===== src/rtl/iot_pkg.sv =====
// iot_pkg
// Shared constants for the IoT active-device monitor path.
//   COUNT_W   : width of the downstream monitor counter and of net_active
//   DEF_N_DEV : default number of monitored devices
//   DEF_ID_W  : default width of a device index (2^DEF_ID_W >= DEF_N_DEV)
package iot_pkg;

  localparam int COUNT_W   = 8;
  localparam int DEF_N_DEV = 8;
  localparam int DEF_ID_W  = 3;

endpackage


===== src/rtl/iot_event_encoder_rr_pick.sv =====
// rr_pick
// Purely combinational round-robin first-set finder.
// Ports:
//   req         in  N_DEV  request vector
//   ptr         in  ID_W   index the search starts from (must be < N_DEV)
//   grant_valid out 1      at least one request is set
//   grant_idx   out ID_W   first set request at or after ptr, wrapping to 0
module rr_pick
  import iot_pkg::*;
#(
  parameter int N_DEV = DEF_N_DEV,
  parameter int ID_W  = DEF_ID_W
) (
  input  logic [N_DEV-1:0] req,
  input  logic [ID_W-1:0]  ptr,
  output logic             grant_valid,
  output logic [ID_W-1:0]  grant_idx
);

  int idx;

  // Walk the requests in priority order starting at ptr; the first hit wins.
  always_comb begin
    grant_valid = 1'b0;
    grant_idx   = '0;
    idx         = 0;
    for (int k = 0; k < N_DEV; k++) begin
      idx = int'(ptr) + k;
      if (idx >= N_DEV) idx = idx - N_DEV;
      if (!grant_valid && req[idx]) begin
        grant_valid = 1'b1;
        grant_idx   = ID_W'(idx);
      end
    end
  end

endmodule


===== src/rtl/iot_event_encoder.sv =====
// iot_event_encoder
// Turns level changes on per-device "active" lines into a stream of
// single-cycle change/on_off events, one per cycle, served round-robin.
// Ports:
//   clk        in  1        system clock, rising edge
//   rst        in  1        asynchronous active-low reset
//   dev_active in  N_DEV    per-device activity level
//   hold       in  1        1 = suppress emission (transitions still tracked)
//   change     out 1        one-cycle event pulse
//   on_off     out 1        event direction, 1 = turned on
//   dev_id     out ID_W     device the event refers to
//   pending    out N_DEV    transitions not yet emitted
//   net_active out COUNT_W  devices currently reported active
module iot_event_encoder
  import iot_pkg::*;
#(
  parameter int N_DEV = DEF_N_DEV,
  parameter int ID_W  = DEF_ID_W
) (
  input  logic               clk,
  input  logic               rst,
  input  logic [N_DEV-1:0]   dev_active,
  input  logic               hold,
  output logic               change,
  output logic               on_off,
  output logic [ID_W-1:0]    dev_id,
  output logic [N_DEV-1:0]   pending,
  output logic [COUNT_W-1:0] net_active
);

  logic [N_DEV-1:0] dev_q;
  logic [N_DEV-1:0] reported;
  logic [ID_W-1:0]  rr_ptr;
  logic             grant_valid;
  logic [ID_W-1:0]  grant_idx;
  logic             fire;
  logic [ID_W-1:0]  next_ptr;

  // Only the net difference between the sampled level and what was last
  // sent is pending, so a toggle that returns before service cancels itself.
  assign pending = dev_q ^ reported;

  rr_pick #(
    .N_DEV(N_DEV),
    .ID_W (ID_W)
  ) u_pick (
    .req        (pending),
    .ptr        (rr_ptr),
    .grant_valid(grant_valid),
    .grant_idx  (grant_idx)
  );

  assign fire     = !hold && grant_valid;
  assign next_ptr = (grant_idx == ID_W'(N_DEV - 1)) ? '0 : grant_idx + ID_W'(1);

  // Sample the device levels every cycle, independent of hold.
  always_ff @(posedge clk or negedge rst) begin
    if (!rst) dev_q <= '0;
    else      dev_q <= dev_active;
  end

  // Emit at most one event per cycle; on_off/dev_id keep their last value
  // when idle. net_active follows reported exactly, so it cannot wrap.
  always_ff @(posedge clk or negedge rst) begin
    if (!rst) begin
      reported   <= '0;
      rr_ptr     <= '0;
      change     <= 1'b0;
      on_off     <= 1'b0;
      dev_id     <= '0;
      net_active <= '0;
    end else if (fire) begin
      reported[grant_idx] <= dev_q[grant_idx];
      rr_ptr              <= next_ptr;
      change              <= 1'b1;
      on_off              <= dev_q[grant_idx];
      dev_id              <= grant_idx;
      net_active          <= dev_q[grant_idx] ? net_active + COUNT_W'(1)
                                              : net_active - COUNT_W'(1);
    end else begin
      change <= 1'b0;
    end
  end

endmodule


===== config.mk =====
export PLATFORM = sky130hd
export DESIGN_NAME = iot_event_encoder
export DESIGN_NICKNAME = d
export VERILOG_FILES = /design/src/rtl/iot_pkg.sv /design/src/rtl/iot_event_encoder_rr_pick.sv /design/src/rtl/iot_event_encoder.sv
export SDC_FILE = /design/constraint.sdc
export NUM_CORES = 1
export LEC_CHECK = 0
export CAP_MARGIN = 20
export CORE_ASPECT_RATIO = 1.1
export CORE_MARGIN = 3
export CORE_UTILIZATION = 30
export DETAILED_ROUTE_END_ITERATION = 10
export PLACE_DENSITY = 0.57
export SYNTH_ARGS = -nofsm -noshare
export SYNTH_HDL_FRONTEND = slang
export SYNTH_HIERARCHICAL = 1
export SYNTH_SLANG_ARGS = --single-unit

===== constraint.sdc =====
create_clock -name clk -period 14.52 [get_ports clk]
set_input_delay 2.178 -clock clk [delete_from_list [all_inputs] [get_ports clk]]
set_output_delay 2.178 -clock clk [all_outputs]
set_load 0.01 [all_outputs]

# Yosys cells after proc, flatten, opt, wreduce, memory -nomap -nowiden
# Cells that the tools add are included.
# totals
ff_bits,32
latch_bits,0
ramBits,0
mem_bits_ro,0
input_bits,11
elab_cells,118
n_memories,0
# classes
n_addsub,18
mul,0
div,0
magnitude_cmp,18
n_eq_ne,1
n_shift,0
mux,56
n_bitwise,1
n_reduce_logical,17
# ops
operator,n
less-than comparator 32 x 5 -> 1 bit (second input constant),8
2-to-1 mux 32 bit,8
>= comparator 32 x 5 -> 1 bit (second input constant),7
subtractor 32 x 5 -> 32 bit (second input constant),7
binary-select mux 1 bit (select 3 bit),9
2-to-1 mux 1 bit,27
2-to-1 mux 3 bit,9
adder 3 x 3 -> 4 bit (second input constant),4
logical AND 1 bit,9
adder 3 x 2 -> 4 bit (second input constant),2
adder 8 x 1 -> 8 bit (second input constant),1
bitwise mux 8 bit,1
logical NOT 1 bit,8
2-to-1 mux 8 bit,1
subtractor 8 x 1 -> 8 bit (second input constant),1
bitwise XOR 8 bit,1
subtractor 3 x 4 -> 5 bit (second input constant),1
adder 3 x 1 -> 4 bit (second input constant),1
>= comparator 3 x 4 -> 1 bit (second input constant),1
less-than comparator 3 x 4 -> 1 bit (second input constant),1
adder 3 x 1 -> 3 bit (second input constant),1
demux 1 bit (select 3 bit),1
equality test 3 bit (second input constant),1
>= comparator 3 x 1 -> 1 bit (second input constant),1

# Logic depth before layout (Yosys ltp)
# depth
word_depth,32
mapped_depth,21
ltp_nobuf,17

# By module
# The synthesis kept the hierarchy.
# modules_own_cells
module,n_inst,cells_each,area_each_um2,seq_area_each_um2
iot_event_encoder,1,145,1546.5,800.8
rr_pick,1,105,980.9,0.0

# Least setup slack after synthesis
# OpenSTA, ideal clock, no wires.
# synth_path
path_kind,reg2reg
from,reg rr_ptr[1]
to,reg net_active[7]
setup_ns,0.080
t_arrival_ns,5.817
setup_slack_ns,8.623
path_stages_with_launch,22
path_buffers,4
synth_period_minus_slack_ns,5.897
cell_sequence,dfrtp_1 > clkbuf_1 > clkbuf_1 > inv_1 > ha_1 > clkbuf_1 > mux4_2 > and2_4 > or4_4 > a211oi_4 > a311oi_1 > a21boi_1 > buf_6 > mux4_2 > mux2_4 > clkinv_1 > ha_1 > a21oi_1 > a211oi_1 > o21a_1 > o21ai_1 > xnor2_1
# synth_between
elab_chain_cells,30
# synth_rtl
item,line_no,rtl
from (decl),iot_event_encoder.sv:33,logic [ID_W-1:0] rr_ptr;
from (signal assigned),iot_event_encoder.sv:74,rr_ptr <= next_ptr;
"parallel branches: the longest is 26 deep, another holds subtractor 32 x 5 -> 32 bit",-,
2-to-1 mux 3 bit (*),iot_event_encoder_rr_pick.sv:30,if (!grant_valid && req[idx]) begin
net grant_idx[2],iot_event_encoder.sv:35,logic [ID_W-1:0] grant_idx;
binary-select mux 1 bit (select 3 bit) (*),iot_event_encoder.sv:78,net_active <= dev_q[grant_idx] ? net_active + COUNT_W'(1)
2-to-1 mux 1 bit (implied by the code) (*),iot_event_encoder.sv:78,
2-to-1 mux 8 bit (*),iot_event_encoder.sv:78,
to (signal assigned),iot_event_encoder.sv:78,
to (decl),iot_event_encoder.sv:28,output logic [COUNT_W-1:0] net_active
# Mark *: on every way through the listed nets, which the timed path passes. The select of a mux whose other input is x is not followed.
# A chain may end at the register's enable or synchronous reset.

# Final worst setup path
# Ends and elaborated chain as after synthesis.

==> results.cfg <==
[worst_setup_path]
endpoint_kind = flop
reg2reg_from = rr_ptr[1]$_DFFE_PN0P_
crit_type = reg2reg
path_depth = 17
crit_arrival_ns = 6.73
reg2reg_to = net_active[7]$_DFFE_PN0P_
path_buf_inv = 2
slowest_stage = dfrtp_1
crit_family = compound AO/OA/AOI/OAI gates
r2r.worst_path.cells = 17
cp.required_ns = 14.73
cpPeakStageDelay_ns = 0.78
crit_chain = inv_1 -> ha_1 -> mux4_2 -> and2_4 -> or4_4 -> a211oi_4 -> a311oi_1 -> a21boi_1 -> mux4_1 -> mux2_4 -> clkinv_1 -> ha_1 -> a21oi_1 -> a211oi_1 -> o21a_1 -> o21ai_1 -> xnor2_1
crit_path_frequent_cell = ha_1
path_max_fanout = 17
start_kind = flop
r2r_slack_ns = 7.99

[detailed_routing]
first_pass_iters = 4
drt_iter0_markers = 187
routed_via_density = 5.164
wire_per_inst_um = 15.04
wirelength_um = 5791
num_vias = 1988
ant_nets = 0
drc_errors = 0

[global_routing]
grt_max_degree = 33
grt_antenna_before_repair = 0
gr-total-overflow = 0
grt_usage_pct = 13.14
grt_first_pass_wirelength_um = 10010
grt_pass1_vias = 2011

[cts]
tritoncts = yes
insertion_delay_ns = 0.28
clkTransAtPathRegs_ns = 0.07
root_buffer = clkbuf_8
numCtsBuffers = 5
cts_hold_buf = 0
cts.sinks = 32
cts_resized = 0
postCtsSetupRepairBufs = 0
cts_buffer_depth = 2
htree_levels = 2

[timing]
post-route-min-period_ns = 6.525
rsz0062_at_grt = false
setup_ws_ns = 7.995
tightest_slew_ns = 0.8992
finalSetupTns_ns = 0
finalCritPeriodShare_pct = 44.94
setup_violations = 0
skew_ns = 0.005123
maxSlewHeadroom_pct = 38.34
max_freq_ghz = 0.1532
hold_violations = 0
maxSlewViolCount = 0

[floorplanning]
die_area_sq_mm = 0.009563
die_x_um = 93.52
core_area_sq_mm = 0.008040
io_pins = 32
die_h_um = 102.3
rows = 34
start_util_pct = 31.43

[logic_synthesis]
syn_inst = 250
syn-num-nets = 272
ys_warn_count = 6
syn_area_sq_mm = 0.002527
ys.flop_type = dfrtp_1
ys_types = 52
async_flop_share_pct = 100.0
ys_seq_area_share_pct = 31.68
synth_seq_cells = 32
synth_edf_count = 0
syn_avg_cell_area_sq_um = 10.11

[final_layout]
diodes = 0
drive_gt1_share_pct = 13.00
stdcell_area_sq_mm = 0.003039
fillers = 814
syn2layout_area_growth_pct = 20.25
finalNetCount = 298

[hold_path]
min_to = on_off$_DFFE_PN0P_
hp-start = on_off$_DFFE_PN0P_
hold_class = reg2reg
min_path_cells = 2

[place]
post-place-ws_ns = 8.021
gp_congestion = 0.8666
place_area_sq_mm = 0.002913
dp_hpwl_um = 4193
numPortBuffers = 31

[status]
status = complete, no violations

[flow_run]
maxCapViolCount = 0
[cell usage in the layout, fill, tap and decap left out, types with 5 or more instances in the layout]
master	Yosys	routed
nand2_1	33	33
dfrtp_1	32	32
clkdlybuf4s50_1	0	31
a21oi_1	20	20
mux4_2	16	16
o21ai_0	14	14
xor2_1	10	10
nor2_1	10	10
ha_1	10	10
inv_1	7	7
clkbuf_8	1	7
a21o_1	6	6
nor3b_1	6	6
nand3_1	6	6
xnor2_1	6	6
mux2i_1	5	5
[logic make-up after synthesis]
logic type,Yosys count,synth area share (%)
AOI/OAI and AO/OA,63,15.74
buffers and inverters,23,4.158
xor gates and xnor gates,16,5.544
muxes,32,22.48
and+or+nand+nor,73,14.65
DFF,32,31.68
adders and majority gates,11,5.743
[per-stage QoR]
step	std cells	hold slack (ns)	util, %
2_1_floorplan	250	0.4664	-
3_3_place_gp	377	0.4667	36.23
3_5_place_dp	377	0.4633	36.23
4_1_cts	385	0.4896	37.80
5_1_grt	385	0.5245	37.80
6_report	385	0.4831	37.80
[flip-flops by register name, summed over array words and instances (netlist names)]
name / count
reported: 8
rr_ptr: 3
on_off: 1
dev_id: 3
net_active: 8
change: 1
dev_q: 8
[layout make-up]
type | count | area, sq um | share of cell area [%]
clock inverters | 1 | 30.03 | 0.9881
well taps | 108 | 135.1 | 4.446
multi-input cells | 195 | 1622 | 53.36
flip-flops and latches | 32 | 800.8 | 26.35
clock buffers | 7 | 96.34 | 3.170
inverters | 10 | 37.54 | 1.235
repair buffers | 32 | 317.8 | 10.46
[cells in the mapped netlist (all sizes together) (2+ instances only)]
cell type | instances | area share [%]
nor3b | 6 | 1.8
a21oi | 20 | 4.0
dfrtp | 32 | 32
ha | 10 | 5.0
o21ai | 17 | 3.4
nor2 | 10 | 1.5
a21o | 6 | 1.8
nand2 | 33 | 4.9
nand3 | 6 | 1.2
xor2 | 10 | 3.5
mux2 | 9 | 4.2
or4 | 2 | 0.74
o31ai | 3 | 0.89
xnor2 | 6 | 2.1
nand2b | 4 | 0.99
nor3 | 2 | 0.59
mux4 | 18 | 16
a211oi | 3 | 1.4
a31oi | 3 | 0.74
and2 | 3 | 0.94
o21a | 2 | 0.59
clkbuf | 9 | 1.7
nand3b | 4 | 1.2
inv | 8 | 1.2
mux2i | 5 | 2.0
clkinv | 2 | 0.30
buf | 4 | 0.94
[routing by layer]
layer  GRT usage (%)  wire, um
met1           16.18      2530
met2           22.66      2980
met3           2.577       145
met4           5.186       133
met5               0         0
[worst reg2reg max path: cells and delay by family, from the launching register on]
kind | cells | cell delay, ns
simple gates | 2 | 0.73
compound gates | 7 | 2.03
buf+inv | 2 | 0.51
flops | 1 | 0.78
fa+ha+maj | 2 | 0.92
xor+xnor | 1 | 0.13
mux | 3 | 1.35
[worst max path at each step]
stage,from,endpoint
global placement,rr_ptr[1]$_DFFE_PN0P_,net_active[7]$_DFFE_PN0P_
global route,rr_ptr[1]$_DFFE_PN0P_,net_active[7]$_DFFE_PN0P_
finish,rr_ptr[1]$_DFFE_PN0P_,net_active[7]$_DFFE_PN0P_
detailed placement,rr_ptr[1]$_DFFE_PN0P_,net_active[7]$_DFFE_PN0P_
floorplan,rr_ptr[1]$_DFFE_PN0P_,net_active[7]$_DFFE_PN0P_
CTS,rr_ptr[1]$_DFFE_PN0P_,net_active[7]$_DFFE_PN0P_
Power is left out: the tool's default activity adds up to more than one toggle a clock period on the data nets, which glitch-free logic cannot reach.
